===== src/rtl/fft_pkg.sv =====
// rtl/fft_pkg.sv - shared widths, W16 twiddle ROM and scale/saturate helpers (FFT_STAGE2_ROUND_EN)
package fft_pkg;

  localparam int IN_W    = 14;
  localparam int OUT_W   = 15;
  localparam int TW_W    = 8;
  localparam int TW_FRAC = 6;
  // wide enough for (head - sample) * twiddle summed over two products
  localparam int PROD_W  = OUT_W + TW_W + 2;

  localparam int SAT_HI = (1 << (OUT_W - 1)) - 1;
  localparam int SAT_LO = -(1 << (OUT_W - 1));

`ifdef FFT_STAGE2_ROUND_EN
  localparam logic signed [PROD_W-1:0] ROUND_BIAS = PROD_W'(1 << (TW_FRAC - 1));
`endif

  function automatic logic signed [TW_W-1:0] tw_re(input logic [2:0] k);
    case (k)
      3'd0: return 8'sd64;
      3'd1: return 8'sd59;
      3'd2: return 8'sd45;
      3'd3: return 8'sd24;
      3'd4: return 8'sd0;
      3'd5: return -8'sd24;
      3'd6: return -8'sd45;
      default: return -8'sd59;
    endcase
  endfunction

  function automatic logic signed [TW_W-1:0] tw_im(input logic [2:0] k);
    case (k)
      3'd0: return 8'sd0;
      3'd1: return -8'sd24;
      3'd2: return -8'sd45;
      3'd3: return -8'sd59;
      3'd4: return -8'sd64;
      3'd5: return -8'sd59;
      3'd6: return -8'sd45;
      default: return -8'sd24;
    endcase
  endfunction

  function automatic logic signed [OUT_W-1:0] sat_out(input logic signed [PROD_W-1:0] v);
    if (v > $signed(PROD_W'(SAT_HI)))
      return OUT_W'(SAT_HI);
    else if (v < $signed(PROD_W'(SAT_LO)))
      return OUT_W'(SAT_LO);
    else
      return v[OUT_W-1:0];
  endfunction

  function automatic logic signed [OUT_W-1:0] scale_sat(input logic signed [PROD_W-1:0] p);
    logic signed [PROD_W-1:0] r;
`ifdef FFT_STAGE2_ROUND_EN
    r = (p + ROUND_BIAS) >>> TW_FRAC;
`else
    r = p >>> TW_FRAC;
`endif
    return sat_out(r);
  endfunction

endpackage


===== src/rtl/fft_stage2_sr8.sv =====
// rtl/fft_stage2_sr8.sv - 8-deep complex feedback delay line with shift enable
module sr8
  import fft_pkg::*;
(
  input  logic                    clk,
  input  logic                    rst,
  input  logic                    en,
  input  logic signed [OUT_W-1:0] push_r,
  input  logic signed [OUT_W-1:0] push_i,
  output logic signed [OUT_W-1:0] head_r,
  output logic signed [OUT_W-1:0] head_i
);

  logic signed [OUT_W-1:0] line_r [8];
  logic signed [OUT_W-1:0] line_i [8];

  always_ff @(posedge clk or negedge rst) begin
    if (!rst) begin
      for (int i = 0; i < 8; i++) begin
        line_r[i] <= '0;
        line_i[i] <= '0;
      end
    end else if (en) begin
      line_r[0] <= push_r;
      line_i[0] <= push_i;
      for (int i = 1; i < 8; i++) begin
        line_r[i] <= line_r[i-1];
        line_i[i] <= line_i[i-1];
      end
    end
  end

  assign head_r = line_r[7];
  assign head_i = line_i[7];

endmodule


===== src/rtl/fft_stage2.sv =====
// rtl/fft_stage2.sv - R2SDF stage 2 (8-deep feedback, W16 twiddles); FFT_STAGE2_ROUND_EN selects rounding
module fft_stage2
  import fft_pkg::*;
(
  input  logic                    clk,
  input  logic                    rst,
  input  logic                    valid_i,
  input  logic signed [IN_W-1:0]  data_in_r,
  input  logic signed [IN_W-1:0]  data_in_i,
  output logic                    valid_o,
  output logic signed [OUT_W-1:0] data_out_r,
  output logic signed [OUT_W-1:0] data_out_i
);

  logic                    v_q;
  logic signed [IN_W-1:0]  x_r_q, x_i_q;
  logic [3:0]              cnt;
  logic                    primed;
  logic signed [OUT_W-1:0] xs_r, xs_i;
  logic signed [OUT_W-1:0] head_r, head_i;
  logic signed [OUT_W-1:0] push_r, push_i;
  logic signed [OUT_W-1:0] out_r, out_i;
  logic signed [TW_W-1:0]  wr, wi;
  logic signed [PROD_W-1:0] sum_r, sum_i, diff_r, diff_i, prod_r, prod_i;

  assign xs_r = OUT_W'(x_r_q);
  assign xs_i = OUT_W'(x_i_q);

  sr8 u_sr8 (
    .clk    (clk),
    .rst    (rst),
    .en     (v_q),
    .push_r (push_r),
    .push_i (push_i),
    .head_r (head_r),
    .head_i (head_i)
  );

  // cnt[3] selects butterfly vs fill; cnt[2:0] is the twiddle index k
  always_comb begin
    wr     = tw_re(cnt[2:0]);
    wi     = tw_im(cnt[2:0]);
    sum_r  = PROD_W'(head_r) + PROD_W'(xs_r);
    sum_i  = PROD_W'(head_i) + PROD_W'(xs_i);
    diff_r = PROD_W'(head_r) - PROD_W'(xs_r);
    diff_i = PROD_W'(head_i) - PROD_W'(xs_i);
    prod_r = diff_r * PROD_W'(wr) - diff_i * PROD_W'(wi);
    prod_i = diff_r * PROD_W'(wi) + diff_i * PROD_W'(wr);
    out_r  = head_r;
    out_i  = head_i;
    push_r = xs_r;
    push_i = xs_i;
    if (cnt[3]) begin
      out_r  = sat_out(sum_r);
      out_i  = sat_out(sum_i);
      push_r = scale_sat(prod_r);
      push_i = scale_sat(prod_i);
    end
  end

  always_ff @(posedge clk or negedge rst) begin
    if (!rst) begin
      v_q        <= 1'b0;
      x_r_q      <= '0;
      x_i_q      <= '0;
      cnt        <= '0;
      primed     <= 1'b0;
      valid_o    <= 1'b0;
      data_out_r <= '0;
      data_out_i <= '0;
    end else begin
      v_q     <= valid_i;
      x_r_q   <= data_in_r;
      x_i_q   <= data_in_i;
      valid_o <= v_q && primed;
      if (v_q) begin
        cnt <= cnt + 4'd1;
        if (cnt == 4'd7)
          primed <= 1'b1;
        // outputs during the first fill carry nothing and must not disturb the held value
        if (primed) begin
          data_out_r <= out_r;
          data_out_i <= out_i;
        end
      end
    end
  end

endmodule


===== config.mk =====
export PLATFORM = sky130hd
export DESIGN_NAME = fft_stage2
export DESIGN_NICKNAME = d
export VERILOG_FILES = /design/src/rtl/fft_pkg.sv /design/src/rtl/fft_stage2_sr8.sv /design/src/rtl/fft_stage2.sv
export SDC_FILE = /design/constraint.sdc
export NUM_CORES = 2
export LEC_CHECK = 0
export CORE_ASPECT_RATIO = 2
export CORE_UTILIZATION = 55
export DETAILED_ROUTE_END_ITERATION = 16
export PLACE_DENSITY = 0.69
export SYNTH_ARGS = -nofsm -noshare
export SYNTH_HDL_FRONTEND = slang
export SYNTH_SLANG_ARGS = --single-unit

===== constraint.sdc =====
create_clock -name clk -period 15.9 [get_ports clk]
set_input_delay 2.385 -clock clk [delete_from_list [all_inputs] [get_ports clk]]
set_output_delay 2.385 -clock clk [all_outputs]
set_load 0.02 [all_outputs]

==> results.toml <==
[global_routing]
globalRouteTotalUtil_pct = 31.9
wire_length_of_the_first_global_routing_pass_mm = 144
number_of_antenna_violations_at_the_first_check_in_global_routing = 0
grt-ovfl-total = 0
grt_start_max_net_pins = 143
grt_pass1_vias = 25594

[setup_path]
slowest_delay_ns = 0.77
cp-start-kind = "register"
arr_time_crit_path_ns = 10.64
crit_end = "u_sr8.line_i[118]$_DFFE_PN0P_"
setup.worst_path.start = "u_sr8.head_r[0]$_DFFE_PN0P_"
worst_path_dominant_cell_family = "adder cells"
critPathRequiredTime_ns = 16.27
worst-r2r-cell-count = 35
worst_r2r_startpoint = "u_sr8.head_r[0]$_DFFE_PN0P_"
cp.buffers_inverters = 7
worstSetupEndpointType = "register"
timing.critical_path.fanout_max = 14
critical-path-slowest-cell = "sky130_fd_sc_hd__o41ai_4"
worst-path-stages = 35
r2r-end = "u_sr8.line_i[118]$_DFFE_PN0P_"
timing.setup.critical_path_class = "register to register"
register_to_register_setup_slack_ns = 5.63
crit_top_cell = "sky130_fd_sc_hd__fa_1"

[routing]
detailroute.wirelength.met2_mm = 48.6
total_length_of_routed_wires_mm = 92.3
firstDrtPassIters = 6
average_routed_wire_per_standard_cell_um = 22.7
drt-initial-drc-count = 1502
route.antenna.remaining_nets = 0
met3WireLength_mm = 3.55
num_vias = 23291
routed_via_density = 5.73
drt-met1-wl_mm = 30.9
highest-signal-layer = "met4"
route.detailed.drc = 0

[cts]
worstSkewPairLatency_ns = 0.56
clock_h_tree_levels = 1
tritoncts = "built"
clk_transition_reported_paths_ns = 0.07
cts.repair_timing.setup_buffer_count = 0
post_cts_resize_count = 0
clock_path_buffers = 3
cts-root-buf = "sky130_fd_sc_hd__clkbuf_16"
hold_buffers = 0
numCtsBuffers = 23
cts.sink_count = 305

[placement]
gp_congestion = 0.951
detailedPlacementHpwl_mm = 75.0
io_buffer_count = 61

[floorplan]
die_h_um = 346
start_util_pct = 55.8
die_area_um2 = 60200
placementRows = 125
num_io_pins = 62
dieWidth_um = 174
fp.coreArea_um2 = 58300

[flow_run]
maxCapViolCount = 0

[logic_synthesis]
async_flop_share_pct = 100
synth-edff-count = 0
synth_top_cell_by_area = "sky130_fd_sc_hd__fa_1"
ys_ff_latch = 305
netlist_area_um2 = 32500
synth.yosys.seq_area_share_pct = 23.5
synth.distinct_cells = 76
synthesis.nets = 4021
synth_area_leaders = "sky130_fd_sc_hd__fa_1 31%, sky130_fd_sc_hd__dfrtp_1 23%, sky130_fd_sc_hd__ha_1 8.1%, sky130_fd_sc_hd__inv_1 7.6%, sky130_fd_sc_hd__mux2_2 7.3%"
synth_commonest_cells = "660 x sky130_fd_sc_hd__inv_1, 505 x sky130_fd_sc_hd__fa_1, 305 x sky130_fd_sc_hd__dfrtp_1"
post-synth-top-count-cell = "sky130_fd_sc_hd__inv_1"
syn_avg_cell_area_um2 = 9.94
instance_count_of_the_mapped_netlist = 3275
area_share_of_the_leading_cell_type_in_the_synthesized_netlist_pct = 31.1
synth_flop_cell = "sky130_fd_sc_hd__dfrtp_1"
synth_warnings = 0

[status]
status = "finished, final reports clean"

[sta]
max_slew_margin_pct = 4.33
finClkSkew_ns = 0.0200
timing.setup.tns_ns = 0
setup-violations-final = 0
top_achievable_clock_speed_mhz = 97.4
timing.final.crit_period_ns = 10.27
final_count_of_hold_timing_violations = 0
min_period_over_period_pct = 64.6
final-max-slew-violation-count = 0
tightestPinTransition_ns = 1.40
rsz0062_at_grt = "no"

[worst_hold_path]
hold-path-cell-count = 1
timing.hold.worst.class = "register to register"

[finish]
insertedDiodeCount = 0
drive_gt1_share_pct = 10.8
layout.nets = 4034
area_growth_pct = 7.11
==> per-stage QoR <==
stage | util [%] | hold WS (ns) | std cells | cell area [µm²] | setup slack (ns)
after floorplan | - | 0.436 | 3275 | 32500 | 7.17
after global placement | 58.4 | 0.467 | 4025 | 34100 | 6.01
after detailed placement | 58.4 | 0.461 | 4025 | 34100 | 5.70
after CTS | 59.8 | 0.480 | 4065 | 34900 | 5.66
after global routing | 59.8 | 0.507 | 4065 | 34900 | 5.22
final | 59.8 | 0.477 | 4065 | 34900 | 5.63
==> flip-flops by register name, indices dropped and copies added (netlist names) <==
signal        cells
cnt               4
data_out_i       15
data_out_r       15
primed            1
u_sr8.head_i     15
u_sr8.head_r     15
u_sr8.line_i    105
u_sr8.line_r    105
v_q               1
valid_o           1
x_i_q            14
x_r_q            14
==> metal layers <==
| layer | up-vias | global-route usage, % |
|---|---|---|
| li1 | 10182 | - |
| met1 | 11941 | 33.8 |
| met2 | 820 | 57.0 |
| met3 | 348 | 2.78 |
| met4 | 0 | 27.0 |
| met5 | - | 0 |
==> cell usage in the layout, fill, tap and decap left out, types with 32 or more instances in the layout <==
cell                                n
sky130_fd_sc_hd__a21oi_1          105
sky130_fd_sc_hd__and2_1            43
sky130_fd_sc_hd__buf_4             51
sky130_fd_sc_hd__clkdlybuf4s50_1   60
sky130_fd_sc_hd__dfrtp_1          303
sky130_fd_sc_hd__fa_1             505
sky130_fd_sc_hd__ha_1             210
sky130_fd_sc_hd__inv_1            660
sky130_fd_sc_hd__mux2_2           210
sky130_fd_sc_hd__nand2_1          281
sky130_fd_sc_hd__nor2_1           302
sky130_fd_sc_hd__o21ai_0           80
sky130_fd_sc_hd__or3_1             32
sky130_fd_sc_hd__xnor2_1           73
==> kinds of logic (layout without fill, tap and decap cells) <==
logic type                 after synthesis  after routing  synth area share, %
xor gates and xnor gates               106            106                 2.88
DFF                                    305            305                 23.5
buffers and inverters                  790            818                 9.18
and+or+nand+nor                        801            801                 10.9
muxes                                  213            213                 7.36
AOI/OAI and AO/OA                      345            345                 7.12
adders and majority gates              715            715                 39.1
==> worst min path at each step <==
stage,start,endpoint
after floorplan,primed$_DFFE_PN0P_,primed$_DFFE_PN0P_
after global placement,primed$_DFFE_PN0P_,primed$_DFFE_PN0P_
after detailed placement,primed$_DFFE_PN0P_,primed$_DFFE_PN0P_
after CTS,primed$_DFFE_PN0P_,primed$_DFFE_PN0P_
after global routing,primed$_DFFE_PN0P_,primed$_DFFE_PN0P_
final,primed$_DFFE_PN0P_,primed$_DFFE_PN0P_
==> layout make-up <==
class	instances	area (µm²)
fillers	4995	23500
multi-input cells	2180	22000
flip-flops and latches	305	7640
inverters	665	2500
repair buffers	113	1020
well taps	762	953
clock buffers	29	618
clock inverters	11	161
Power is not shown: default switching activity piles up to over one toggle a cycle in this logic, so the estimate is an artifact.
